--- src/rtl/cpu_defs_pkg.sv ---
// ---------------------------------------------------------------------------
// cpu_defs_pkg
// Shared definitions for the execute/writeback slice.
//   - DATA_W_DEF / ADDR_W_DEF / OP_W_DEF : default widths (32-bit words, 8 regs)
//   - OP_ADD .. OP_MUL                   : 3-bit opcode encodings
//   - stage_state_e                      : writeback stage FSM states
// ---------------------------------------------------------------------------
package cpu_defs_pkg;

    localparam int unsigned DATA_W_DEF = 32;
    localparam int unsigned ADDR_W_DEF = 3;
    localparam int unsigned OP_W_DEF   = 3;

    localparam logic [2:0] OP_ADD = 3'b000;
    localparam logic [2:0] OP_SUB = 3'b001;
    localparam logic [2:0] OP_AND = 3'b010;
    localparam logic [2:0] OP_OR  = 3'b011;
    localparam logic [2:0] OP_XOR = 3'b100;
    localparam logic [2:0] OP_SLL = 3'b101;
    localparam logic [2:0] OP_SRL = 3'b110;
    localparam logic [2:0] OP_MUL = 3'b111;

    typedef enum logic [0:0] {
        ST_IDLE = 1'b0,
        ST_MUL  = 1'b1
    } stage_state_e;

endpackage

--- src/rtl/seq_multiplier.sv ---
// ---------------------------------------------------------------------------
// seq_multiplier
// Unsigned shift-add multiplier, one multiplier bit per clock, W iterations.
// Only the low W bits of the product are kept.
//   clk, rst : clock, synchronous active-high reset
//   start    : load a/b and begin (ignored state is overwritten)
//   a, b     : multiplicand / multiplier, sampled on start
//   busy     : iterations in progress
//   done     : final iteration cycle; product is valid during this cycle
//   product  : low W bits of a*b (combinational, valid with done)
// ---------------------------------------------------------------------------
module seq_multiplier #(
    parameter int unsigned W = 32
) (
    input  logic         clk,
    input  logic         rst,
    input  logic         start,
    input  logic [W-1:0] a,
    input  logic [W-1:0] b,
    output logic         busy,
    output logic         done,
    output logic [W-1:0] product
);

    localparam int unsigned CNT_W = $clog2(W);

    logic [W-1:0]     mcand;
    logic [W-1:0]     mplier;
    logic [W-1:0]     acc;
    logic [W-1:0]     partial;
    logic [CNT_W-1:0] count;

    // product already includes the current iteration's partial sum, so the
    // parent can write it on the same edge that retires the last iteration.
    always_comb begin
        partial = mplier[0] ? mcand : '0;
        product = acc + partial;
        done    = busy && (count == CNT_W'(W - 1));
    end

    always_ff @(posedge clk) begin
        if (rst) begin
            busy   <= 1'b0;
            count  <= '0;
            mcand  <= '0;
            mplier <= '0;
            acc    <= '0;
        end else if (start) begin
            busy   <= 1'b1;
            count  <= '0;
            mcand  <= a;
            mplier <= b;
            acc    <= '0;
        end else if (busy) begin
            acc    <= product;
            mcand  <= mcand << 1;
            mplier <= mplier >> 1;
            count  <= count + 1'b1;
            if (done) begin
                busy <= 1'b0;
            end
        end
    end

endmodule

--- src/rtl/alu_writeback_stage.sv ---
// ---------------------------------------------------------------------------
// alu_writeback_stage
// Execute/writeback stage fed by the register file read ports. Computes one
// result per accepted op and pulses the register file write port once.
//   clk, rst            : clock, synchronous active-high reset
//   in_valid / in_ready : input handshake (in_ready low while rst or MUL busy)
//   in_op, in_rd        : opcode (ADD SUB AND OR XOR SLL SRL MUL), dest reg
//   in_a, in_b          : operands
//   wr_data/addr/en     : register file write port (wr_en one-cycle pulse)
//   flag_zero/carry     : flags of the last written result
// Optional feature macro ALU_MUL_EN: op 111 runs a 32-cycle shift-add
// multiply through seq_multiplier; otherwise op 111 is a single-cycle no-op.
// ---------------------------------------------------------------------------
module alu_writeback_stage
    import cpu_defs_pkg::*;
#(
    parameter int unsigned DATA_W = DATA_W_DEF,
    parameter int unsigned ADDR_W = ADDR_W_DEF,
    parameter int unsigned OP_W   = OP_W_DEF
) (
    input  logic              clk,
    input  logic              rst,
    input  logic              in_valid,
    output logic              in_ready,
    input  logic [OP_W-1:0]   in_op,
    input  logic [ADDR_W-1:0] in_rd,
    input  logic [DATA_W-1:0] in_a,
    input  logic [DATA_W-1:0] in_b,
    output logic [DATA_W-1:0] wr_data,
    output logic [ADDR_W-1:0] wr_addr,
    output logic              wr_en,
    output logic              flag_zero,
    output logic              flag_carry
);

    localparam int unsigned SHAMT_W = $clog2(DATA_W);

    stage_state_e state;
    stage_state_e stateNext;

    logic              accept;
    logic              isMul;
    logic [DATA_W:0]   sumExt;
    logic [DATA_W:0]   diffExt;
    logic [DATA_W-1:0] aluResult;
    logic              aluCarry;

    assign accept = in_valid & in_ready;
    assign isMul  = (in_op == OP_W'(OP_MUL));

`ifdef ALU_MUL_EN
    logic              mulStart;
    logic              mulBusy;
    logic              mulDone;
    logic [DATA_W-1:0] mulProduct;
    logic [ADDR_W-1:0] mulRd;

    assign mulStart = accept & isMul;

    // Destination is held here since in_rd may change while the multiply runs.
    always_ff @(posedge clk) begin
        if (rst) begin
            mulRd <= '0;
        end else if (mulStart) begin
            mulRd <= in_rd;
        end
    end

    seq_multiplier #(.W(DATA_W)) uMul (
        .clk     (clk),
        .rst     (rst),
        .start   (mulStart),
        .a       (in_a),
        .b       (in_b),
        .busy    (mulBusy),
        .done    (mulDone),
        .product (mulProduct)
    );
`endif

    // Single-cycle ALU path; borrow is the MSB of the widened subtraction.
    always_comb begin
        sumExt    = {1'b0, in_a} + {1'b0, in_b};
        diffExt   = {1'b0, in_a} - {1'b0, in_b};
        aluResult = '0;
        aluCarry  = 1'b0;
        case (in_op)
            OP_W'(OP_ADD): begin
                aluResult = sumExt[DATA_W-1:0];
                aluCarry  = sumExt[DATA_W];
            end
            OP_W'(OP_SUB): begin
                aluResult = diffExt[DATA_W-1:0];
                aluCarry  = diffExt[DATA_W];
            end
            OP_W'(OP_AND): aluResult = in_a & in_b;
            OP_W'(OP_OR):  aluResult = in_a | in_b;
            OP_W'(OP_XOR): aluResult = in_a ^ in_b;
            OP_W'(OP_SLL): aluResult = in_a << in_b[SHAMT_W-1:0];
            OP_W'(OP_SRL): aluResult = in_a >> in_b[SHAMT_W-1:0];
            default: ;
        endcase
    end

    // FSM: state register
    always_ff @(posedge clk) begin
        if (rst) begin
            state <= ST_IDLE;
        end else begin
            state <= stateNext;
        end
    end

    // FSM: next state
    always_comb begin
        stateNext = state;
        case (state)
            ST_IDLE: begin
`ifdef ALU_MUL_EN
                if (accept && isMul) begin
                    stateNext = ST_MUL;
                end
`endif
            end
            ST_MUL: begin
`ifdef ALU_MUL_EN
                if (mulDone || !mulBusy) begin
                    stateNext = ST_IDLE;
                end
`else
                stateNext = ST_IDLE;
`endif
            end
        endcase
    end

    // FSM: outputs
    always_comb begin
        in_ready = (state == ST_IDLE) && !rst;
    end

    // Writeback port and flags; everything holds unless a result retires.
    always_ff @(posedge clk) begin
        if (rst) begin
            wr_en      <= 1'b0;
            wr_data    <= '0;
            wr_addr    <= '0;
            flag_zero  <= 1'b0;
            flag_carry <= 1'b0;
        end else begin
            wr_en <= 1'b0;
            if (accept && !isMul) begin
                wr_en      <= 1'b1;
                wr_data    <= aluResult;
                wr_addr    <= in_rd;
                flag_zero  <= (aluResult == '0);
                flag_carry <= aluCarry;
            end
`ifdef ALU_MUL_EN
            if (state == ST_MUL && mulDone) begin
                wr_en      <= 1'b1;
                wr_data    <= mulProduct;
                wr_addr    <= mulRd;
                flag_zero  <= (mulProduct == '0);
                flag_carry <= 1'b0;
            end
`endif
        end
    end

endmodule

--- config.mk ---
export PLATFORM = sky130hd
export DESIGN_NAME = alu_writeback_stage
export DESIGN_NICKNAME = d
export VERILOG_FILES = /design/src/rtl/cpu_defs_pkg.sv /design/src/rtl/seq_multiplier.sv /design/src/rtl/alu_writeback_stage.sv
export SDC_FILE = /design/constraint.sdc
export NUM_CORES = 1
export LEC_CHECK = 0
export ABC_AREA = 1
export CELL_PAD_IN_SITES_DETAIL_PLACEMENT = 0
export CELL_PAD_IN_SITES_GLOBAL_PLACEMENT = 2
export CORE_MARGIN = 2
export CORE_UTILIZATION = 30
export CTS_BUF_LIST = sky130_fd_sc_hd__clkbuf_16
export DETAILED_ROUTE_END_ITERATION = 8
export PLACE_DENSITY = 0.84
export SLEW_MARGIN = 20
export SYNTH_ARGS = -nofsm -noshare
export SYNTH_HDL_FRONTEND = slang
export SYNTH_HIERARCHICAL = 1
export SYNTH_SLANG_ARGS = --single-unit
export TNS_END_PERCENT = 1
--- constraint.sdc ---
create_clock -name clk -period 6.6 [get_ports clk]
set_input_delay 1.32 -clock clk [delete_from_list [all_inputs] [get_ports clk]]
set_output_delay 1.32 -clock clk [all_outputs]
set_load 0.02 [all_outputs]
### After elaboration in Yosys (flattened, before gate mapping)

Index checks and enable logic that the tools add are counted.

* bits in registers: 38
* bits of input ports: 73
* output and inout bits: 39
* logic and storage cells: 28

* $add $sub $neg: 2
* equality and inequality tests: 7
* shifts and indexed selects: 2
* mux-type cells: 3
* bitwise gates (word level): 4
* reductions and logical operators: 5

Operators by type and width (number)
* 32-bit case mux with 7 select lines: 1
* 32-bit by 32-bit adder with 33-bit output: 1
* 32-bit by 32-bit subtractor with 33-bit output: 1
* 32-bit bitwise AND: 1
* 32-bit zero test: 1
* 32-bit OR: 1
* 32-bit by 5-bit << shifter with 32-bit output: 1
* 32-bit by 5-bit right shift with 32-bit output: 1
* 32-bit bitwise XOR: 1
* 3-bit equality test (second input constant): 4
* 3-bit by 2-bit equality test with 1-bit output (second input constant): 2
* 3-bit by 1-bit equality test with 1-bit output (second input constant): 1
* 3-bit zero test: 1
* 1-bit zero test: 2
* 1-bit case mux with 2 select lines: 1
* 1-bit bitwise AND: 1
* 1-bit logical AND: 1
* 1-bit two-way mux: 1

### Depth between registers and ports, before layout

* depth after elaboration: 4
* mapped depth: 24
* mapped depth without buffers: 21

### Worst setup path before layout

Ideal clock, no wire load.

* path type: input to register
* from: in in_b[3]
* to: reg flag_zero
* library setup time: 71 ps
* arrival time: 3537 ps
* required time: 6529 ps
* slack: 2993 ps
* cell stages on the path: 21
* buffers on the path: 4
* cell sequence: buf_2 inv_2 buf_2 buf_2 ha_1 buf_2 nor2_1 nand3_1 nand3_1 nand2_1 nand3_1 nand2_1 nor2_1 nand2_1 nor2_1 nand2_1 nor2_1 nand2_1 nor2_1 nand3_1 a21oi_1

* cells in the longest elaborated chain, start to end: 3
* elaborated cells on any way between the ends: 9
* those cells by class: add/sub: 2; shift: 2; mux: 1; bitwise: 3; reduce/logical: 1

Ends and longest elaborated chain
* start, declared: RTL line alu_writeback_stage.sv:28 `input logic [DATA_W-1:0] in_b,`
* 32-bit by 32-bit subtractor with 33-bit output, or another cell as far along: RTL line alu_writeback_stage.sv:84 `diffExt = {1'b0, in_a} - {1'b0, in_b};`
* 32-bit case mux with 7 select lines (*): RTL line alu_writeback_stage.sv:87 `case (in_op)`
* 32-bit zero test (*): RTL line alu_writeback_stage.sv:156 `flag_zero <= (aluResult == '0);`
* end signal, assigned: RTL line alu_writeback_stage.sv:156
* end, declared: RTL line alu_writeback_stage.sv:32 `output logic flag_zero,`

Every way passes the cells marked *; elsewhere a longest branch is shown, timed or not.
A chain may end at the register's enable or synchronous reset.

### Final worst setup path

* from: in in_op[1]
* to: reg flag_zero

* cells in the longest elaborated chain, start to end: 3
* elaborated cells on any way between the ends: 12
* those cells by class: eq/ne: 7; mux: 1; reduce/logical: 4

Ends and longest elaborated chain
* start, declared: RTL line alu_writeback_stage.sv:25 `input logic [OP_W-1:0] in_op,`
* 3-bit equality test, or another cell as far along: RTL line alu_writeback_stage.sv:87
* 32-bit case mux with 7 select lines / 1-bit zero test (equally long branches): RTL line alu_writeback_stage.sv:87, alu_writeback_stage.sv:152
* 32-bit zero test / 1-bit logical AND (equally long branches): RTL line alu_writeback_stage.sv:156, alu_writeback_stage.sv:152

Several ways; a longest one is shown, not always the timed one.

==> flow_summary.json <==
{
  "arrival_ps": 5420,
  "io_pins": 112,
  "synthXorXnorAreaFrac": 0,
  "worstSkewPairLatency_ps": 280,
  "initial_utilization": 0.3038,
  "crit_fanout": 25,
  "syn_to_final_growth_pct": 13.01,
  "synth_cell_types": 40,
  "drv_slew": 0,
  "fin_crit_ps": 5219,
  "hold_class": "flip-flop to flip-flop",
  "overflow": 0,
  "ir_worst_vdd_v": 0.0001289,
  "dieWidth_um": 198.8,
  "ys_ff_latch": 38,
  "yosysTopAreaCellShare": 0.2299,
  "fmaxAchievable_ghz": 0.1916,
  "drive_gt1_frac": 0.03106,
  "grt_max_degree": 67,
  "wl_per_cell_um": 21.53,
  "ctsLongestPathBuffers": 2,
  "dr.pass1.iters": 5,
  "critPathKind": "input pin to flip-flop",
  "synth.area.mux_share": 0,
  "vias_per_cell": 5.283,
  "hold_viol": 0,
  "wl_um": 60230,
  "fin_nets": 2466,
  "num_vias": 14780,
  "synthAdderAreaFrac": 0.1200,
  "setup-violations-final": 0,
  "core_um2": 37490,
  "synth_nets": 2432,
  "r2r_cells": 2,
  "hold_buffers": 0,
  "gr-usage-all-layers": 0.2996,
  "status": "finished clean",
  "reg2reg_to": "wr_data[9]",
  "clkSlewWorstSetupHoldPaths_ps": 60,
  "yosysTopAreaCell": "nand3_1",
  "worstMarginPinSlew_ps": 1037,
  "synthFlopType": "dfxtp_1",
  "die-area_um2": 39530,
  "preCtsSetupSlack_ps": 1215,
  "hpwl_um": 50380,
  "fillers": 4436,
  "gp_congestion": 0.9703,
  "cts_tree": "built",
  "cts.sinks": 38,
  "antenna_left": 0,
  "worst_slack_ps": 1381,
  "required_ps": 6800,
  "numCtsBuffers": 5,
  "async_reset_ff_frac": 0,
  "synth_most_common_cell": "nand2_1",
  "synth_edf_count": 0,
  "syn_area_um2": 11390,
  "synth_common_cells": "nand2_1 (653), nand3_1 (523), inv_1 (337), nor2_1 (234), ha_1 (106)",
  "root_buffer": "clkbuf_16",
  "htree_num_levels": 2,
  "n_antenna_cell": 0,
  "fin_tns_setup_ps": 0,
  "rsz0062_at_grt": "false",
  "drc": 0,
  "syn_area_per_cell_um2": 5.059,
  "grt_pass1_vias": 13810,
  "synth-simple-area-share": 0.5727,
  "yosysWarningCount": 6,
  "post-cts-setup-buffers": 0,
  "synth-compound-area-share": 0.07252,
  "cp-start-kind": "input pin",
  "p_per_area_nw_per_um2": 127.2,
  "cp-end-kind": "flip-flop",
  "grt_pass1_wl_um": 86970,
  "hold_end": "wr_addr[0]",
  "ctsResizeCount": 0,
  "syn_inst": 2251,
  "synthTopCellsByArea": "nand3_1 (23%), nand2_1 (22%), ha_1 (12%)",
  "p_leak_nw": 6.981,
  "yosysSeqAreaShare": 0.06681,
  "synth_top_family_by_area": "simple AND/OR/NAND/NOR gates",
  "period_share": 0.7907,
  "skew_ps": 0,
  "hold_depth": 2,
  "r2r-start": "wr_data[9]",
  "antenna_found_initial": 0,
  "min_from": "wr_addr[0]",
  "dieHeight_um": 198.8,
  "drv_cap": 0,
  "maxSlewHeadroom": 0.3081,
  "portBuffers": 111,
  "regToRegSetupSlack_ps": 5440,
  "drtIter0Drc": 1529,
  "core.rowCount": 71
}
==> through the flow <==
step                      hold WS (ps)  total power [mW]  area [um^2]  cells  utilization
after floorplan                  541.5            0.9068        11390   2251            -
after global placement           452.8             1.306        12680   2789       0.3382
after detailed placement         461.0             1.300        12680   2789       0.3382
after CTS                        469.7             1.620        12870   2797       0.3433
after global routing             497.4             1.750        12870   2797       0.3433
final                            471.5             1.637        12870   2797       0.3433
==> layout make-up <==
type	count	area [um^2]	share of cell area
clock inverters	3	63.81	0.004959
repair buffers	129	1231	0.09567
multi-input cells	1758	8718	0.6775
flip-flops and latches	38	760.7	0.05912
clock buffers	5	125.1	0.009723
well taps	511	639.4	0.04968
inverters	353	1330	0.1034
==> where the power goes <==
| part | leakage [nW] | switching [mW] | internal [mW] |
|---|---|---|---|
| clock | 0.0915 | 0.100 | 0.215 |
| sequential | 0.315 | 0.0104 | 0.249 |
| combinational | 6.58 | 0.749 | 0.313 |
==> flip-flops by register name, indices dropped and copies added (netlist names) <==
| name | count |
|---|---|
| flag_carry | 1 |
| flag_zero | 1 |
| wr_addr | 3 |
| wr_en | 1 |
| wr_data | 32 |
==> how the worst max path moves through the flow <==
stage | from | to | slack, ps | cells after the start
3_5_place_dp | in_op[1] | flag_zero | 1210 | 16
2_1_floorplan | in_b[3] | flag_zero | 2990 | 21
5_1_grt | in_op[1] | flag_zero | 1270 | 16
6_report | in_op[1] | flag_zero | 1380 | 16
4_1_cts | in_op[1] | flag_zero | 1520 | 16
3_3_place_gp | in_op[1] | flag_zero | 1180 | 16
==> metal layers <==
metal / global-route usage / up-vias / share of wire
met1: 0.4131 / 6895 / 0.46
met2: 0.4793 / 549 / 0.44
met5: 0 / - / 0
li1: - / 7250 / -
met4: 0.1081 / 0 / 0.042
met3: 0.03391 / 82 / 0.062
==> layout by cell type (no fill, tap or decap), types with 2 or more instances in the layout <==
cell type        synthesis  routed
nand4_1                 29      29
nand3_1                523     523
and2_1                   6       6
a31oi_1                  3       3
inv_4                    2       2
and3_1                   2       2
clkdlybuf4s50_1          0     108
nor2_1                 234     234
o21bai_1                 6       6
ha_1                   106     106
clkbuf_16                0       5
nand2_2                 15      15
nand2_1                653     653
buf_4                    7      18
dfxtp_1                 38      38
o211ai_1                 9       9
a21oi_1                 53      53
o21ai_0                 51      51
inv_2                   12      13
o221ai_1                 2       2
nor2_2                   7       7
bufinv_16                0       2
nor3_2                   1       2
inv_1                  337     336
fa_1                     2       2
o22ai_1                 18      18
o21ai_1                  2       2
clkinv_1                 2       3
nor3_1                  24      23
buf_2                   55       3
nand3b_1                 3       3
==> worst max-delay path, stage by stage <==
cell and delay [ps]:
clkdlybuf4s50_1 560, nand2_1 150, inv_1 70, nand2_1 260
nand2_2 290, inv_2 430, nand2_2 450, nor3_1 290
nand4_1 240, nor2_1 470, nand2_1 100, nor2_1 230
nand3_1 160, nor2_1 130, nand3_1 100, a21oi_1 130
==> logic make-up after synthesis <==
| group | after synthesis |
|---|---|
| compound gates | 148 |
| simple gates | 1502 |
| flops | 38 |
| fa+ha+maj | 108 |
| buf+inv | 455 |
Note: power is estimated with default switching activity, not from simulation.
